[src/rtl/cpu_types_pkg.sv]
// Shared CPU datapath types: bus word, instruction-cache frame and cache FSM state.
package cpu_types_pkg;

  typedef logic [31:0] word_t;

  // Wide enough for the tag of any cache with two or more sets; narrower tags are zero-extended.
  localparam int ICACHE_TAG_W = 30;
  typedef logic [ICACHE_TAG_W-1:0] icache_tag_t;

  typedef struct packed {
    logic        valid;
    icache_tag_t tag;
    word_t       data;
  } icache_frame_t;

  typedef enum logic {
    IDLE,
    FETCH
  } icache_state_t;

endpackage

[src/rtl/icache_ctrl.sv]
// Direct-mapped, read-only, one-word-per-line instruction cache between fetch and the memory arbiter.
module icache_ctrl
  import cpu_types_pkg::*;
#(
  parameter int SETS         = 16,
  parameter int RESET_PC_TAG = 0
) (
  input  logic  CLK,
  input  logic  nRST,
  input  logic  imemREN,
  input  word_t imemaddr,
  input  logic  flush,
  output logic  ihit,
  output word_t imemload,
  output logic  iREN,
  output word_t iaddr,
  input  logic  iwait,
  input  word_t iload,
  output word_t hit_count,
  output word_t miss_count
);

  localparam int IDX_W = $clog2(SETS);

  icache_state_t state_q, state_d;
  icache_frame_t frame_q [SETS];
  word_t         miss_addr_q, miss_addr_d;
  word_t         hit_count_q, miss_count_q;

  logic [IDX_W-1:0] idx, miss_idx;
  icache_tag_t      tag, miss_tag;
  logic             lookup_hit, fill, hit_inc, miss_inc;
  logic             unused_offset;

  assign idx           = imemaddr[IDX_W+1:2];
  assign tag           = icache_tag_t'(imemaddr >> (IDX_W + 2));
  assign miss_idx      = miss_addr_q[IDX_W+1:2];
  assign miss_tag      = icache_tag_t'(miss_addr_q >> (IDX_W + 2));
  assign unused_offset = ^imemaddr[1:0];

  assign lookup_hit = frame_q[idx].valid && (frame_q[idx].tag == tag);
  assign fill       = (state_q == FETCH) && !iwait;

  always_comb begin
    state_d     = state_q;
    miss_addr_d = miss_addr_q;
    ihit        = 1'b0;
    imemload    = '0;
    iREN        = 1'b0;
    iaddr       = '0;
    hit_inc     = 1'b0;
    miss_inc    = 1'b0;
    case (state_q)
      IDLE: begin
        if (imemREN) begin
          if (lookup_hit) begin
            ihit     = 1'b1;
            imemload = frame_q[idx].data;
            hit_inc  = 1'b1;
          end else begin
            miss_inc    = 1'b1;
            miss_addr_d = {imemaddr[31:2], 2'b00};
            state_d     = FETCH;
          end
        end
      end
      FETCH: begin
        // Request held steady until the arbiter answers; the core's address is ignored here.
        iREN  = 1'b1;
        iaddr = miss_addr_q;
        if (!iwait) state_d = IDLE;
      end
      default: state_d = IDLE;
    endcase
  end

  always_ff @(posedge CLK or negedge nRST) begin
    if (!nRST) begin
      state_q      <= IDLE;
      miss_addr_q  <= '0;
      hit_count_q  <= '0;
      miss_count_q <= '0;
    end else begin
      state_q     <= state_d;
      miss_addr_q <= miss_addr_d;
      if (hit_inc)  hit_count_q  <= hit_count_q + 32'd1;
      if (miss_inc) miss_count_q <= miss_count_q + 32'd1;
    end
  end

  always_ff @(posedge CLK or negedge nRST) begin
    if (!nRST) begin
      for (int i = 0; i < SETS; i++) begin
        frame_q[i] <= '{valid: 1'b0, tag: icache_tag_t'(RESET_PC_TAG), data: '0};
      end
    end else begin
      if (flush) begin
        for (int i = 0; i < SETS; i++) frame_q[i].valid <= 1'b0;
      end
      // A fill coinciding with flush still lands, but stays invalid.
      if (fill) frame_q[miss_idx] <= '{valid: !flush, tag: miss_tag, data: iload};
    end
  end

  assign hit_count  = hit_count_q;
  assign miss_count = miss_count_q;

endmodule

[config.mk]
export PLATFORM = sky130hd
export DESIGN_NAME = icache_ctrl
export DESIGN_NICKNAME = d
export VERILOG_FILES = /design/src/rtl/cpu_types_pkg.sv /design/src/rtl/icache_ctrl.sv
export SDC_FILE = /design/constraint.sdc
export NUM_CORES = 2
export LEC_CHECK = 0
export BUFFER_PORTS_ARGS = -buffer_cell sky130_fd_sc_hd__buf_2
export CORE_ASPECT_RATIO = 0.7
export CORE_MARGIN = 3
export CORE_UTILIZATION = 42
export DETAILED_ROUTE_END_ITERATION = 6
export GPL_TIMING_DRIVEN = 0
export MAX_ROUTING_LAYER = met4
export PLACE_DENSITY = 0.66
export SYNTH_ARGS = -nofsm -noshare
export SYNTH_HDL_FRONTEND = slang
export SYNTH_SLANG_ARGS = --single-unit
[constraint.sdc]
create_clock -name CLK -period 8.8 [get_ports CLK]
set_clock_uncertainty 0.1 [all_clocks]
set_input_delay 0.88 -clock CLK [delete_from_list [all_inputs] [get_ports CLK]]
set_output_delay 0.88 -clock CLK [all_outputs]
set_load 0.05 [all_outputs]
==> flow_metrics.py <==
metrics = {
    "power_and_ir_drop": {
        "pwr-share-clk_pct": 29.0,
        "powerDensity_nw_per_um2": 296,
        "ir_worst_vdd_uv": 174,
        "combPwrFrac_pct": 23.8,
        "internal-power_uw": 12000,
        "p_sw_share_pct": 28.0,
        "power.switching_uw": 4670,
        "p_leak_uw": 0.0259,
        "sequentialPowerShare_pct": 47.3,
    },
    "timing": {
        "slew_headroom_pct": 10.9,
        "timing.setup.tns_ns": 0,
        "setup_viol": 0,
        "worst_slew_pin_slew_ns": 1.34,
        "finalCriticalPeriod_ns": 7.98,
        "timing.hold.ws_ns": 0.00210,
        "slew_violations": 0,
        "hold_violations": 0,
        "fmax_mhz": 125,
        "rsz0062_at_grt": "no",
        "min_period_over_period_pct": 90.7,
    },
    "logic_synthesis": {
        "synth_top_cell_area_share_pct": 55.7,
        "synth-main-ff-cell": "dfrtp_1",
        "synth_area_um2": 49500,
        "synth_cell_types": 66,
        "synth_async_sr_flop_share_pct": 100,
        "ys_ff_latch": 1103,
        "yosysTopAreaCell": "dfrtp_1",
        "seq_area_frac_synth_pct": 55.7,
        "yosysWarnings": 0,
        "synth_most_common_cell": "dfrtp_1",
        "syn_avg_cell_area_um2": 15.4,
        "synthTopCellsByCount": "dfrtp_1 (1103), mux2_2 (943), mux4_2 (253)",
        "synth_cells": 3225,
        "synth_edf_count": 0,
        "synthTopCellsByArea": "dfrtp_1 (56%), mux2_2 (21%), mux4_2 (12%), clkbuf_1 (1.5%), and2_1 (1.0%)",
    },
    "global_route": {
        "grt_pass1_vias": 30300,
        "grt_pass1_wl_um": 209000,
        "grt_max_degree": 161,
        "overflow": 0,
        "antenna_found_initial": 12,
        "grt_usage_pct": 23.8,
    },
    "layout": {
        "seqCellArea_um2": 27600,
        "multi_input_area_um2": 20700,
        "area_growth_pct": 13.8,
        "drive_above_1_share_pct": 45.1,
        "final_nets": 3604,
        "nFillCells": 9959,
    },
    "die": {
        "ios": 199,
        "die_height_um": 293,
        "initial_utilization_pct": 42.7,
        "core_area_um2": 116000,
        "die_x_um": 416,
        "die_area_um2": 122000,
        "fp-row-count": 104,
    },
    "setup_path": {
        "worst_ep_required_time_ns": 7.82,
        "endpoint_kind": "primary output",
        "worstPathMaxFanout": 11,
        "crit_family": "buffers and inverters",
        "cpMaxStageDelayCell": "clkbuf_1",
        "path_cells": "clkbuf_1 > buf_4 > buf_2 > clkbuf_1 > nand4_1 > a221oi_1 > a31oi_1 > or4_4 > nor3_2 > buf_4 > clkbuf_1 > and3_1 > buf_2",
        "start_kind": "input pin",
        "max_stage_delay_ns": 1.03,
        "cp_data_arrival_time_ns": 7.00,
        "critPathBufInv": 7,
        "reg2reg_depth": 9,
        "crit_top_cell": "clkbuf_1",
        "crit_type": "in -> out",
        "cp.depth": 13,
    },
    "routing": {
        "drcViolationCount": 0,
        "viasPerCell": 5.81,
        "vias": 30000,
        "routed_wl_um": 141000,
        "firstDrtPassIters": 5,
        "drt_iter0_drc": 2822,
        "ant_nets": 0,
        "wl_per_cell_um": 27.4,
    },
    "cts": {
        "cts_buffer_depth": 3,
        "ctsResizeCount": 0,
        "clk_latency_ns": 0.74,
        "ctsRootBufferMaster": "clkbuf_16",
        "cts-buffers-inserted": 108,
        "cts_tree": "built",
        "cts_max_level": 3,
        "holdBufCountCts": 0,
        "clk_pin_slew_ns": 0.07,
        "post_cts_buffers": 0,
        "clkSinkCount": 1103,
    },
    "place": {
        "port_buffers": 189,
        "gp_congestion": 0.842,
        "dpl.hpwl_um": 94600,
    },
    "status": {
        "status": "finished, final reports clean",
    },
    "min_path": {
        "hp-class": "in -> async",
    },
    "run": {
        "drv_cap": 0,
    },
}
-- final cells by class --
| type | count | share of cell area, % |
|---|---|---|
| antenna | 8 | 0.0355 |
| buffer | 270 | 2.07 |
| clock buffer | 158 | 5.59 |
| clock inverter | 42 | 0.988 |
| inverter | 24 | 0.160 |
| multi-input combinational | 1829 | 36.7 |
| sequential | 1103 | 49.0 |
| tap | 1537 | 3.41 |
| timing repair buffer | 197 | 2.06 |
-- cell families (layout without fill, tap and decap cells) --
group | after synthesis | in the layout | synth area share (%)
other cells | 1 | 10 | 0.00757
flops | 1103 | 1103 | 55.7
fa+ha+maj | 2 | 2 | 0.0505
simple gates | 377 | 377 | 4.38
xor+xnor | 90 | 90 | 1.59
buf+inv | 294 | 691 | 2.54
mux | 1260 | 1260 | 34.3
compound gates | 98 | 98 | 1.43
-- cells in the final DEF (no fill, tap or decap), drive strengths merged, types with 34 or more instances in the layout --
cell type,count
and2,80
and3,54
buf,273
clkbuf,352
dfrtp,1103
mux2,960
mux2i,47
mux4,253
nand2,45
nor2,36
nor2b,37
xnor2,56
xor2,34
-- path summary, 6_finish.rpt --
| kind | from | endpoint | slack (ns) |
|---|---|---|---|
| max | imemaddr[4] | imemload[24] | 0.82 |
| min in group CLK | imemaddr[19] | miss_addr_q[19] | 0.30 |
| max reg2reg | flop | miss_addr_q[6] | 4.43 |
| min | nRST | async pin | 0.002 |
| min reg2reg | miss_count[31] | miss_count[31] | 0.37 |
| max in group asynchronous | nRST | async pin | 6.73 |
-- metal layers --
| metal | track usage (%) | part of all wire, % | up-vias |
|---|---|---|---|
| met1 | 35.8 | 47 | 16400 |
| met5 | - | 0 | - |
| li1 | - | - | 12500 |
| met2 | 33.2 | 43 | 935 |
| met3 | 4.38 | 6.7 | 216 |
| met4 | 6.56 | 2.8 | 0 |
-- power groups by stage --
stage               combinational, µW  clock (µW)  sequential, µW
floorplan                        3020           0            7690
global placement                 3830           0            7910
detailed placement               3960           0            7930
CTS                              3980        4910            7860
global route                     4250        5130            8090
finish                           3960        4830            7890
-- per-stage QoR --
step | power (µW) | std cells | instance area, µm² | utilization [%] | setup slack (ns)
2_1_floorplan | 10700 | 3226 | 49500 | - | 3.61
3_3_place_gp | 11700 | 4952 | 52400 | 45.2 | -17.88
3_5_place_dp | 11900 | 4960 | 52600 | 45.4 | 0.780
4_1_cts | 16700 | 5160 | 56300 | 48.6 | 0.780
5_1_grt | 17500 | 5166 | 56400 | 48.6 | 0.681
6_report | 16700 | 5168 | 56400 | 48.6 | 0.820
No activity file was read; power rests on OpenSTA's default activity.
